<file path="src/rtl/instruction_fetch_pkg.sv">
// Shared constants, state encoding and address helpers for the instruction-fetch stage.
package instruction_fetch_pkg;

  localparam logic [31:0] RESET_PC_DEFAULT = 32'h0000_0000;
  localparam logic [31:0] NOP              = 32'h0000_0000;

  localparam logic [5:0] OPC_J    = 6'b000010;
  localparam logic [5:0] OPC_JAL  = 6'b000011;
  localparam logic [5:0] FUNCT_JR = 6'b001000;

  typedef enum logic [0:0] {
    ST_FETCH = 1'b0,
    ST_WAIT  = 1'b1
  } fetch_state_e;

  function automatic logic [31:0] align_word(input logic [31:0] addr);
    return {addr[31:2], 2'b00};
  endfunction

  // J/JAL keep the upper nibble of the delay-slot-free PC+4 of the jump itself.
  function automatic logic [31:0] jump_target(input logic [31:0] pc_plus4,
                                              input logic [25:0] index);
    return {pc_plus4[31:28], index, 2'b00};
  endfunction

endpackage

</file>
<file path="src/rtl/instruction_fetch_pc_next_select.sv">
// Redirect target selection: JR over Jump over Branch, word aligned.
module pc_next_select
  import instruction_fetch_pkg::*;
(
  input  logic [31:0] pc,
  input  logic [31:0] pc_plus4,
  input  logic        branch_taken,
  input  logic [31:0] branch_target,
  input  logic        jump_en,
  input  logic [25:0] jump_index,
  input  logic        jr_en,
  input  logic [31:0] jr_target,
  output logic        redirect,
  output logic [31:0] next_pc
);

  logic [31:0] raw_target_s;

  // Priority mux over the three redirect sources; hold PC when none is active.
  always_comb begin
    raw_target_s = pc;
    if (jr_en) begin
      raw_target_s = jr_target;
    end else if (jump_en) begin
      raw_target_s = jump_target(pc_plus4, jump_index);
    end else if (branch_taken) begin
      raw_target_s = branch_target;
    end else begin
      raw_target_s = pc;
    end
  end

  assign redirect = jr_en | jump_en | branch_taken;
  assign next_pc  = align_word(raw_target_s);

endmodule

</file>
<file path="src/rtl/instruction_fetch.sv">
// Instruction-fetch stage: PC, single-outstanding imem requests, IF/ID register and redirect flush.
module instruction_fetch
  import instruction_fetch_pkg::*;
#(
  parameter logic [31:0] RESET_PC = RESET_PC_DEFAULT
) (
  input  logic        Clk,
  input  logic        Rst,
  output logic        ImemReq,
  output logic [31:0] ImemAddr,
  input  logic        ImemValid,
  input  logic [31:0] ImemData,
  input  logic        Stall,
  input  logic        BranchTaken,
  input  logic [31:0] BranchTarget,
  input  logic        JumpEn,
  input  logic [25:0] JumpIndex,
  input  logic        JREn,
  input  logic [31:0] JRTarget,
  output logic [31:0] Instruction,
  output logic [31:0] PCPlus4,
  output logic        InstrValid
);

  fetch_state_e state_r;
  logic [31:0]  pc_r;
  logic         drop_r;
  logic [31:0]  instr_r;
  logic [31:0]  pc_plus4_r;
  logic         instr_valid_r;

  logic         redirect_s;
  logic [31:0]  target_s;
  logic         consume_s;
  logic         req_s;
  logic         load_s;

  pc_next_select u_pc_next_select (
    .pc            (pc_r),
    .pc_plus4      (pc_plus4_r),
    .branch_taken  (BranchTaken),
    .branch_target (BranchTarget),
    .jump_en       (JumpEn),
    .jump_index    (JumpIndex),
    .jr_en         (JREn),
    .jr_target     (JRTarget),
    .redirect      (redirect_s),
    .next_pc       (target_s)
  );

  // Request gate and IF/ID load qualification; a request only goes out when the register will be free.
  always_comb begin
    consume_s = instr_valid_r & ~Stall;
    req_s     = 1'b0;
    load_s    = 1'b0;
    if (!Rst) begin
      req_s = 1'b0;
    end else if (state_r == ST_FETCH) begin
      req_s = ~redirect_s & (~instr_valid_r | ~Stall);
    end else begin
      req_s = 1'b0;
    end
    if (state_r == ST_WAIT) begin
      load_s = ImemValid & ~drop_r & ~redirect_s;
    end else begin
      load_s = 1'b0;
    end
  end

  // Fetch FSM, PC and IF/ID register.
  always_ff @(posedge Clk or negedge Rst) begin
    if (!Rst) begin
      state_r       <= ST_FETCH;
      pc_r          <= RESET_PC;
      drop_r        <= 1'b0;
      instr_r       <= NOP;
      pc_plus4_r    <= 32'h0000_0000;
      instr_valid_r <= 1'b0;
    end else begin
      case (state_r)
        ST_FETCH: begin
          if (redirect_s) begin
            pc_r <= target_s;
          end else if (req_s) begin
            state_r <= ST_WAIT;
          end else begin
            state_r <= ST_FETCH;
          end
        end
        ST_WAIT: begin
          if (ImemValid) begin
            state_r <= ST_FETCH;
            drop_r  <= 1'b0;
            if (redirect_s) begin
              pc_r <= target_s;
            end else if (!drop_r) begin
              pc_r <= pc_r + 32'd4;
            end else begin
              pc_r <= pc_r;
            end
          end else if (redirect_s) begin
            // The in-flight word belongs to the old path; remember to throw it away.
            drop_r <= 1'b1;
            pc_r   <= target_s;
          end else begin
            state_r <= ST_WAIT;
          end
        end
        default: begin
          state_r <= ST_FETCH;
          drop_r  <= 1'b0;
        end
      endcase

      if (redirect_s) begin
        instr_valid_r <= 1'b0;
      end else if (load_s) begin
        instr_r       <= ImemData;
        pc_plus4_r    <= pc_r + 32'd4;
        instr_valid_r <= 1'b1;
      end else if (consume_s) begin
        instr_valid_r <= 1'b0;
      end else begin
        instr_valid_r <= instr_valid_r;
      end
    end
  end

  assign ImemReq     = req_s;
  assign ImemAddr    = pc_r;
  assign Instruction = instr_r;
  assign PCPlus4     = pc_plus4_r;
  assign InstrValid  = instr_valid_r;

endmodule

</file>
<file path="config.mk">
export PLATFORM = sky130hd
export DESIGN_NAME = instruction_fetch
export DESIGN_NICKNAME = d
export VERILOG_FILES = /design/src/rtl/instruction_fetch_pkg.sv /design/src/rtl/instruction_fetch_pc_next_select.sv /design/src/rtl/instruction_fetch.sv
export SDC_FILE = /design/constraint.sdc
export NUM_CORES = 1
export LEC_CHECK = 0
export ABC_AREA = 1
export BUFFER_PORTS_ARGS = -buffer_cell sky130_fd_sc_hd__buf_2
export CORE_ASPECT_RATIO = 1.25
export CORE_MARGIN = 2
export CORE_UTILIZATION = 45
export CTS_CLUSTER_SIZE = 28
export DETAILED_ROUTE_END_ITERATION = 12
export GPL_TIMING_DRIVEN = 0
export PLACE_DENSITY = 0.75
export SLEW_MARGIN = 20
export SYNTH_ARGS = -nofsm -noshare
export SYNTH_HDL_FRONTEND = slang
export SYNTH_SLANG_ARGS = --single-unit
</file>
<file path="constraint.sdc">
create_clock -name Clk -period 3.27 [get_ports Clk]
set_input_delay 0.8175 -clock Clk [delete_from_list [all_inputs] [get_ports Clk]]
set_output_delay 0.8175 -clock Clk [all_outputs]
set_load 0.01 [all_outputs]
</file>
=== Yosys cells after proc, flatten, opt, wreduce, memory -nomap -nowiden ===
Index checks and enable logic that the tools add are counted.

* Bitwise logic cells: 12
* Eq/ne operators: 1
* Muxes and demuxes: 20
* Reductions and logical operators: 4
* Add/subtract/negate cells: 1

{| class="wikitable"
|+ Operators by type and width
! kind !! count
|-
| $mux 32 || 7
|-
| $pmux 32 s2 || 1
|-
| $add 32x3->32 const B || 1
|-
| $mux 1 || 11
|-
| $not 1->1 || 5
|-
| $and 1x1->1 || 4
|-
| $ne 4x3->1 const B || 1
|-
| $reduce_and 2->1 || 2
|-
| $or 1x1->1 || 3
|-
| $reduce_bool 3->1 || 1
|-
| $pmux 1 s2 || 1
|-
| $reduce_bool 2->1 || 1
|}

* Word-level logic and storage cells: 44
* Input port bits: 129
* Output and inout port bits: 98
* Register bits: 99

=== Longest topological paths before layout ===
Gate-level depths: netlist (run 1).

* Word-level depth: 9
* Depth in mapped cells: 12
* Depth with buffers taken out: 10

=== Hierarchy ===
From an unflattened synthesis (run 1), not the netlist that was laid out.

* Cell total of the unflattened synthesis: 901
* Area total of the unflattened synthesis: 6,143.4 sq um

{| class="wikitable"
|+ Modules (own cells, without submodules)
! module !! times used !! area an instance (sq um) !! cells an instance !! sequential area each (sq um)
|-
| instruction_fetch || 1 || 5,042.3 || 635 || 2,477.4
|-
| pc_next_select || 1 || 1,101.1 || 266 || 0.0
|}

=== Worst setup path after synthesis (run 1) ===
OpenSTA, ideal clock, no wires.

* Path type: input to output
* Start: in JREn
* End: out ImemReq
* Slack: 735 ps
* Cell stages on the path: 6
* Buffers on the path: 3
* Arrival time: 1,718 ps
* Data required time: 2,453 ps
* Cell sequence: buf_6 nor2_8 nand2_4 clkbuf_1 buf_2 nor2_1

* Longest elaborated chain between the ends: 6

{| class="wikitable"
|+ RTL lines
! element !! line !! source
|-
| start: declaration || instruction_fetch.sv:18 || <nowiki>input logic JREn,</nowiki>
|-
| $or 1x1->1 (2 in a row) || instruction_fetch_pc_next_select.sv:33 || <nowiki>assign redirect = jr_en | jump_en | branch_taken;</nowiki>
|-
| $not 1->1 (no line) || n/a ||
|-
| $and 1x1->1 || instruction_fetch.sv:59 || <nowiki>req_s = ~redirect_s & (~instr_valid_r | ~Stall);</nowiki>
|-
| $mux 1 || instruction_fetch.sv:58 || <nowiki>end else if (state_r == ST_FETCH) begin</nowiki>
|-
| $mux 1 || instruction_fetch.sv:56 || <nowiki>if (!Rst) begin</nowiki>
|-
| end: declaration || instruction_fetch.sv:9 || <nowiki>output logic ImemReq,</nowiki>
|}

Every way passes these cells.

=== Worst setup path after layout (run 1) ===
* Start: in BranchTaken
* End: out ImemReq

* Longest elaborated chain between the ends: 5

{| class="wikitable"
|+ RTL lines
! element !! line !! source
|-
| start: declaration || instruction_fetch.sv:14 || <nowiki>input logic BranchTaken,</nowiki>
|-
| $or 1x1->1 || instruction_fetch_pc_next_select.sv:33 ||
|-
| $not 1->1 (no line) || n/a ||
|-
| $and 1x1->1 || instruction_fetch.sv:59 ||
|-
| $mux 1 || instruction_fetch.sv:58 ||
|-
| $mux 1 || instruction_fetch.sv:56 ||
|}

Every way passes these cells.

==> results_dict.tcl, run 1 <==
set metrics [dict create \
    synth_cell_type_count 29 \
    synth-seq-cells 99 \
    grt_max_degree 54 \
    post-route-cell-area_um2 7530 \
    die_y_um 132 \
    fillers 1296 \
    p_per_area_nw_per_um2 470 \
    pwr-share-clk 0.335 \
    drt-pass1-iter-count 8 \
    cap_viol_max_count 0 \
    dr_total_vias 6742 \
    area_growth_pct 28.5 \
    outcome "finished, final reports clean" \
    clkLatencyLatePin_ns 0.35 \
    cts_buffer_depth 2 \
    coreArea_um2 12700 \
    internal_power_mw 2.39 \
    overflow 0 \
    slew_violations 0 \
    hold_ws_ns 0.400 \
    slowest_stage "clkbuf_1" \
    cts_buffers 9 \
    cp-startpoint "BranchTaken" \
    crit_type "input pin to primary output" \
    critPathLaunchType "input pin" \
    finalHoldViolations 0 \
    syn_nets 1000 \
    seq_area_frac_synth 0.423 \
    synth.area.top_cells "dfrtp_1, nand2_1, nor2_1" \
    synth_area_um2 5860 \
    htreeDepth 3 \
    finalClockSkew_ns 0.00780 \
    finalSetupViolCount 0 \
    drtIter0Drc 502 \
    max_freq_mhz 337 \
    dieArea_um2 13900 \
    p_seq_frac 0.434 \
    drive_gt1_frac 0.253 \
    p_sw_frac 0.326 \
    cp_top_family "buffers and inverters" \
    vdd_drop_max_mv 0.294 \
    slew_headroom 0.524 \
    combPwrFrac 0.231 \
    worstPathArrival_ns 2.15 \
    yosysWarningCount 0 \
    total_leakage_power_nw 4.16 \
    synthCells 870 \
    grt_usage 0.317 \
    multi_input_area_um2 2980 \
    cp.required_ns 2.45 \
    finalNetCount 1232 \
    post_cts_resized 0 \
    clk_pin_slew_worst_paths_ns 0.07 \
    cp_max_fo 10 \
    routed_wl_mm 22.2 \
    gp_congestion 1.00 \
    antenna_cells 0 \
    r2r_start "ImemAddr[3]" \
    cp.buffers_inverters 5 \
    synth-edff-count 0 \
    wire_per_inst_um 17.4 \
    p_switching_mw 1.16 \
    cpMostUsedCell "buf_2" \
    grt_pass1_vias 6399 \
    seq_area_um2 2480 \
    cts_root_buf "clkbuf_16" \
    hp-class "input pin to async pin" \
    cts_sinks 99 \
    syn_area_per_cell_um2 6.73 \
    fin_crit_ns 2.97 \
    place_area_um2 7200 \
    row_count 46 \
    place_ws_ns 0.305 \
    dieWidth_um 106 \
    io_pins 227 \
    yosysMostFrequentCell "nand2_1" \
    start_util 0.460 \
    ant_nets 0 \
    cts_tree "done" \
    grt_first_pass_wirelength_mm 34.1 \
    worstMarginPinSlew_ns 0.714 \
    drc_errors 0 \
    fin_ws_ns 0.303 \
    yosys.area.top_type "dfrtp_1" \
    port-buffer-count 220 \
    postCtsSetupBuffers 0 \
    crit_chain "buf_2, inv_2, nand2_4, clkbuf_1, buf_2, nor2_1, buf_2" \
    grt_setup_unrepaired "no" \
    via_per_inst 5.29 \
    synthFlopType "dfrtp_1" \
    async_flop_share 1.00 \
    cp-end-kind "primary output" \
    cts.hold.buffers_added 0 \
    yosys.area.top_type_share 0.423 \
    period_share 0.907 \
    place_hpwl_mm 17.2 \
    max_stage_delay_ns 0.36 \
    synth_common_cells "nand2_1, nor2_1, dfrtp_1, inv_1, nand3_1" \
    antenna_found_initial 0 \
]
final cells by class:
cell class	count	share of cell area
inverter	52	0.0259
buffer	38	0.0276
multi-input combinational	681	0.395
clock buffer	10	0.0304
sequential	99	0.329
tap	168	0.0279
timing repair buffer	221	0.151
clock inverter	6	0.0130
layout by cell type, fill, tap and decap left out, types with 2 or more instances in the layout:
cell type,instances
a21oi_1,27
a31oi_1,16
buf_2,234
buf_4,4
buf_6,5
bufinv_16,2
clkbuf_1,14
clkbuf_16,9
clkinvlp_4,2
dfrtp_1,99
inv_1,44
inv_2,8
inv_8,2
nand2_1,381
nand2_2,2
nand3_1,44
nand3b_1,5
nor2_1,108
nor2_4,3
o211ai_1,18
o21ai_0,38
o21ai_1,11
o22ai_1,11
or2_2,4
xor2_1,7
cell families (layout without fill, tap and decap cells):
logic type	Yosys count	in the layout	share of synthesized area
buf+inv	90	327	0.0688
fa+ha+maj	1	1	0.00214
simple gates	550	550	0.376
flops	99	99	0.423
compound gates	123	123	0.120
xor+xnor	7	7	0.0105
registers in the layout, indices dropped and copies added (netlist names):
name	flops
ImemAddr	32
InstrValid	1
state_r	1
drop_r	1
Instruction	32
PCPlus4	32
routing by layer:
metal	track usage	vias up	part of all wire
met4	0.109	0	0.026
li1	-	3250	-
met2	0.570	375	0.50
met5	0	-	0
met1	0.375	3077	0.39
met3	0.0585	40	0.089
stage by stage:
step / std cells / power, mW / util / setup TNS [ns]
final: 1275 / 3.54 / 0.592 / 0
after global routing: 1275 / 3.71 / 0.592 / 0
after CTS: 1275 / 3.55 / 0.592 / 0
after detailed placement: 1259 / 2.37 / 0.566 / 0
after global placement: 1258 / 2.35 / 0.564 / -0.642
after floorplan: 870 / 1.96 / - / 0
path summary, 6_finish.rpt:
check | slack (ns) | depth (start not counted) | endpoint
setup / recovery | 0.30 | 7 | ImemReq
hold / removal | 0.40 | 1 | Instruction[19]
setup reg to reg | 1.00 | 10 | ImemAddr[20]
hold reg to reg | 0.47 | 2 | Instruction[7]
max in group asynchronous | 2.24 | 2 | Instruction[12]
min in group Clk | 0.47 | 2 | Instruction[7]
power by group through the flow:
stage | logic (mW) | registers (mW) | clock network, mW
CTS | 0.821 | 1.53 | 1.20
finish | 0.820 | 1.54 | 1.19
global route | 0.912 | 1.56 | 1.25
detailed placement | 0.816 | 1.55 | 0
global placement | 0.802 | 1.55 | 0
floorplan | 0.361 | 1.60 | 0
(Power assumes the default switching activity.)
==> run 2: changes to the inputs <==
--- a/config.mk
+++ b/config.mk
@@ -5,7 +5,6 @@
 export SDC_FILE = /design/constraint.sdc
 export NUM_CORES = 1
 export LEC_CHECK = 0
-export ABC_AREA = 1
 export BUFFER_PORTS_ARGS = -buffer_cell sky130_fd_sc_hd__buf_2
 export CORE_ASPECT_RATIO = 1.25
 export CORE_MARGIN = 2
@@ -13,7 +12,7 @@
 export CTS_CLUSTER_SIZE = 28
 export DETAILED_ROUTE_END_ITERATION = 12
 export GPL_TIMING_DRIVEN = 0
-export PLACE_DENSITY = 0.75
+export PLACE_DENSITY = 0.76
 export SLEW_MARGIN = 20
 export SYNTH_ARGS = -nofsm -noshare
 export SYNTH_HDL_FRONTEND = slang
==> run 2 against run 1 <==
Compared with the run above:
- register-to-register slack better by 0.28 ns
- wire length is 31% lower
- critical path type unchanged
- global-route usage is 7.1 points lower
- clock skew is 0.0017 ns lower
==> results_dict.tcl, run 2 <==
set metrics [dict create \
    outcome "finished, final reports clean" \
    dr_total_vias 4898 \
    finalSetupViolCount 0 \
    die_y_um 125 \
    instances_no_fill 892 \
    yosysMostFrequentCell "dfrtp_1" \
    fillers 1027 \
    worstMarginPinSlew_ns 0.562 \
    cts.hold.buffers_added 0 \
    cts_root_buf "clkbuf_16" \
    synth_area_um2 5240 \
    async_flop_share 1.00 \
    synth-edff-count 0 \
    grt_max_degree 53 \
    dieWidth_um 101 \
    final_common_cell "buf_2" \
    drtIter0Drc 332 \
    seq_area_frac_synth 0.473 \
    drive_gt1_frac 0.411 \
    hp-class "input pin to async pin" \
    slew_headroom 0.625 \
    drt-pass1-iter-count 5 \
    synth.area.top_cells "dfrtp_1, mux2_2, xor2_1" \
    place_area_um2 6540 \
    antenna_found_initial 0 \
    yosys.area.top_type "dfrtp_1" \
    port-buffer-count 219 \
    yosysWarningCount 0 \
    period_share 0.840 \
    cap_viol_max_count 0 \
    total_leakage_power_nw 3.43 \
    fin_crit_ns 2.75 \
    routed_wl_mm 15.4 \
    fin_ws_ns 0.524 \
    row_count 44 \
    max_freq_mhz 364 \
    yosys.area.top_type_share 0.473 \
    synth_cell_type_count 50 \
    cp.required_ns 2.45 \
    multi_input_area_um2 2520 \
    htreeDepth 3 \
    grt_usage 0.246 \
    cts_tree "done" \
    place_ws_ns 0.468 \
    post-route-cell-area_um2 6840 \
    worstPathArrival_ns 1.93 \
    cts_buffer_depth 2 \
    cp-endpoint "ImemReq" \
    finalHoldViolations 0 \
    coreArea_um2 11500 \
    wire_per_inst_um 17.2 \
    cp-startpoint "Rst" \
    start_util 0.455 \
    dpl.cell_count 876 \
    clkLatencyLatePin_ns 0.34 \
    grt_setup_unrepaired "no" \
    clk_pin_slew_worst_paths_ns 0.06 \
    final_util 0.594 \
    cts_sinks 99 \
    cp-end-kind "primary output" \
    io_pins 227 \
    layout_common_cells "buf_2, dfrtp_1, nand2_1" \
    synthFlopType "dfrtp_1" \
    antenna_cells 0 \
    finalNetCount 879 \
    grt_first_pass_wirelength_mm 24.1 \
    syn_area_per_cell_um2 10.1 \
    place_hpwl_mm 12.0 \
    seq_area_um2 2480 \
    grt_pass1_vias 4835 \
    synth_common_cells "dfrtp_1, nand2_1, a21oi_1, mux2_2, xor2_1" \
    slew_violations 0 \
    r2r-end "ImemAddr[27]" \
    syn_nets 648 \
    ant_nets 0 \
    gp_congestion 0.893 \
    cp_max_fo 52 \
    overflow 0 \
    drc_errors 0 \
    max_stage_delay_ns 0.36 \
    hold_ws_ns 0.401 \
    critPathLaunchType "input pin" \
    r2r_start "ImemAddr[13]" \
    area_growth_pct 30.5 \
    tns_ns 0 \
    dieArea_um2 12500 \
    via_per_inst 5.49 \
    slowest_stage "buf_6" \
    finalClockSkew_ns 0.00605 \
    synth-seq-cells 99 \
    r2r_setup_slack_ns 1.28 \
    crit_chain "buf_6, buf_16, and4b_1, buf_2" \
    post_cts_resized 0 \
    vdd_drop_max_mv 0.255 \
    p_per_area_nw_per_um2 463 \
    postCtsSetupBuffers 0 \
    totalPowerFinal_mw 3.16 \
    crit_type "input pin to primary output" \
    worstRegToRegCells 6 \
    synthCells 518 \
    cts_buffers 9 \
]
==> run 2: cell count changes after synthesis, sizes merged, moves of 20 or more <==
cell | before | now
xor2 | 7 | 36
nand3 | 44 | 23
mux2 | 0 | 37
nor2 | 112 | 32
inv | 52 | 4
nand4 | 1 | 21
nand2 | 384 | 54
==> run 2: power breakdown <==
| group | internal (mW) | leakage, nW | total [mW] | switching [mW] |
|---|---|---|---|---|
| sequential | 1.35 | 1.30 | 1.46 | 0.110 |
| combinational | 0.293 | 1.98 | 0.639 | 0.345 |
| clock | 0.613 | 0.139 | 1.06 | 0.452 |
| total | 2.26 | 3.43 | 3.16 | 0.907 |
==> run 2: final cells by class <==
cell class	count	area share
well taps	138	0.0252
inverters	5	0.00274
clock buffers	12	0.0360
clock inverters	4	0.00732
flip-flops and latches	99	0.362
plain buffers	40	0.0333
repair buffers	220	0.165
multi-input cells	374	0.368
==> run 2: per-layer routing <==
layer | share of wire | up-vias | global-route usage | wire length, µm
met5 | 0 | - | 0 | 0
met4 | 0.031 | 0 | 0.0967 | 476
met3 | 0.078 | 32 | 0.0527 | 1200
met2 | 0.50 | 263 | 0.423 | 7700
met1 | 0.39 | 2301 | 0.297 | 6000
li1 | - | 2302 | - | -
==> run 2: cells by family (layout without fill, tap and decap cells) <==
| logic type | Yosys count | in the layout | synth area share |
|---|---|---|---|
| xor gates and xnor gates | 55 | 55 | 0.0919 |
| buffers and inverters | 45 | 281 | 0.0470 |
| DFF | 99 | 99 | 0.473 |
| and+or+nand+nor | 159 | 159 | 0.170 |
| muxes | 39 | 39 | 0.0833 |
| AOI/OAI and AO/OA | 120 | 120 | 0.132 |
| adders and majority gates | 1 | 1 | 0.00239 |
==> run 2: how the worst min path moves through the flow <==
stage	to	cells past startpoint	startpoint
after global routing	PCPlus4[4]	1	Rst
final	PCPlus4[4]	1	Rst
after CTS	PCPlus4[4]	1	Rst
after global placement	PCPlus4[19]	2	PCPlus4[19]
after detailed placement	PCPlus4[4]	2	PCPlus4[4]
after floorplan	PCPlus4[12]	2	PCPlus4[12]
==> run 2: critical path, delay by kind of cell <==
| kind | cells | cell delay [ns] |
|---|---|---|
| and+or+nand+nor | 1 | 0.25 |
| buffers and inverters | 3 | 0.80 |
==> run 3: changes to the inputs <==
--- a/config.mk
+++ b/config.mk
@@ -8,7 +8,7 @@
 export BUFFER_PORTS_ARGS = -buffer_cell sky130_fd_sc_hd__buf_2
 export CORE_ASPECT_RATIO = 1.25
 export CORE_MARGIN = 2
-export CORE_UTILIZATION = 45
+export CORE_UTILIZATION = 43
 export CTS_CLUSTER_SIZE = 28
 export DETAILED_ROUTE_END_ITERATION = 12
 export GPL_TIMING_DRIVEN = 0
==> constraint.sdc (replaced) <==
create_clock -name Clk -period 2.3 [get_ports Clk]
set_input_delay 0.575 -clock Clk [delete_from_list [all_inputs] [get_ports Clk]]
set_output_delay 0.575 -clock Clk [all_outputs]
set_load 0.01 [all_outputs]
==> run 3 against run 2 <==
Compared with the run above:
- wire length rose by 4.9%
- die area rose by 4.5%
- flip-flop and latch count stayed put
- clock power increased by 45%
- sequential share of layout area is 0.35 points lower
==> results_dict.tcl, run 3 (synthesized netlist as in run 2, its figures left out) <==
set metrics [dict create \
    drtIter0Drc 405 \
    routed_wl_mm 16.1 \
    clk_pin_slew_worst_paths_ns 0.07 \
    crit_type "input pin to primary output" \
    overflow 0 \
    period_share 0.926 \
    hp-class "input pin to async pin" \
    row_count 45 \
    finalClockSkew_ns 0.00656 \
    max_stage_delay_ns 0.41 \
    drt-pass1-iter-count 5 \
    cp.required_ns 1.73 \
    cts_tree "done" \
    finalSetupViolCount 0 \
    dieWidth_um 103 \
    p_per_area_nw_per_um2 657 \
    fillers 1078 \
    ant_nets 0 \
    total_leakage_power_nw 3.44 \
    slew_violations 0 \
    outcome "finished, final reports clean" \
    cts_root_buf "clkbuf_16" \
    antenna_cells 0 \
    slew_headroom 0.614 \
    grt_setup_unrepaired "no" \
    max_freq_mhz 470 \
    dpl.cell_count 902 \
    drive_gt1_frac 0.413 \
    grt_first_pass_wirelength_mm 24.8 \
    coreArea_um2 12000 \
    worstPathArrival_ns 1.55 \
    cts_buffer_depth 2 \
    cts_buffers 9 \
    cap_viol_max_count 0 \
    dieArea_um2 13100 \
    critPathLaunchType "input pin" \
    finalHoldViolations 0 \
    final_common_cell "buf_2" \
    hold_ws_ns 0.113 \
    instances_no_fill 919 \
    layout_common_cells "buf_2, dfrtp_1, nand2_1" \
    dr_total_vias 4960 \
    cp_max_fo 8 \
    worstMarginPinSlew_ns 0.580 \
    io_pins 227 \
    clkLatencyLatePin_ns 0.35 \
    area_growth_pct 31.8 \
    gp_congestion 0.869 \
    grt_pass1_vias 4937 \
    crit_chain "clkbuf_1, nor3_4, and4b_1, buf_2" \
    wire_per_inst_um 17.6 \
    vdd_drop_max_mv 0.397 \
    grt_max_degree 56 \
    htreeDepth 3 \
    place_hpwl_mm 12.6 \
    die_y_um 127 \
    via_per_inst 5.40 \
    grt_usage 0.247 \
    port-buffer-count 219 \
    slowest_stage "nor3_4" \
    finalNetCount 880 \
    cts.hold.buffers_added 0 \
    start_util 0.437 \
    drc_errors 0 \
    fin_crit_ns 2.13 \
    cp-end-kind "primary output" \
    cts_sinks 99 \
    antenna_found_initial 0 \
]
-- run 3: cell types whose count changed in the layout (fill, tap and decap cells not counted) --
| cell | change |
|---|---|
| clkinvlp_4 | -1 |
| inv_6 | +2 |
| clkbuf_1 | -1 |
| buf_8 | +1 |
| clkinv_2 | -1 |
| clkinv_4 | +2 |
| clkbuf_16 | +1 |
| clkbuf_8 | -1 |
| buf_6 | -1 |
-- run 3: worst paths after layout --
check	slack, ns	cells after the start	to	from
worst max-delay path	0.17	4	ImemReq	JREn
worst min-delay path	0.11	1	Instruction[12]	Rst
worst max register to register	0.36	7	PCPlus4[30]	ImemAddr[2]
worst min register to register	0.47	2	PCPlus4[22]	PCPlus4[22]
max in group asynchronous	1.67	2	ImemAddr[29]	Rst
min in group Clk	0.43	3	ImemAddr[5]	JRTarget[5]
-- run 3: where the power goes --
part | total (mW) | internal [mW] | leakage [nW] | switching [mW]
Combinational | 0.920 | 0.422 | 2.00 | 0.498
Clock | 1.54 | 0.856 | 0.144 | 0.685
Sequential | 2.08 | 1.92 | 1.30 | 0.158
Total | 4.54 | 3.20 | 3.44 | 1.34
-- run 3: through the flow --
| step | worst slack, ns | instance area (µm²) | power, mW | TNS, ns | utilization |
|---|---|---|---|---|---|
| 6_report | 0.170 | 6910 | 4.54 | 0 | 0.576 |
| 5_1_grt | 0.0797 | 6910 | 4.76 | 0 | 0.576 |
| 4_1_cts | 0.00351 | 6880 | 4.56 | 0 | 0.573 |
| 3_5_place_dp | 0.00374 | 6580 | 3.02 | 0 | 0.548 |
| 3_3_place_gp | -1.11 | 6540 | 2.98 | -34.10 | 0.545 |
| 2_1_floorplan | 0.427 | 5240 | 2.56 | 0 | - |
-- run 3: what timing repair did --
action,4_1_cts,5_1_grt
buffers inserted,0,0
gates resized for setup,0,2
endpoints found under the setup margin,0,1
-- run 3: critical path: cells and delay by family --
kind / cells / cell delay, ns
and+or+nand+nor: 2 / 0.68
buffers and inverters: 2 / 0.30
-- run 3: area by class of cell --
cell class	count	area, µm²	area share
plain buffers	40	228	0.0330
inverters	5	18.8	0.00272
multi-input cells	374	2520	0.364
flip-flops and latches	99	2480	0.359
well taps	164	205	0.0297
clock buffers	10	229	0.0332
repair buffers	221	1160	0.168
clock inverters	6	72.6	0.0105
-- run 3: routing by layer --
metal / up-vias / global-route usage / wire (µm) / part of all wire
met4: 0 / 0.0944 / 462 / 0.029
met3: 40 / 0.0580 / 1420 / 0.088
met1: 2332 / 0.300 / 6330 / 0.39
met2: 282 / 0.423 / 7930 / 0.49
met5: - / 0 / 0 / 0
li1: 2306 / - / - / -
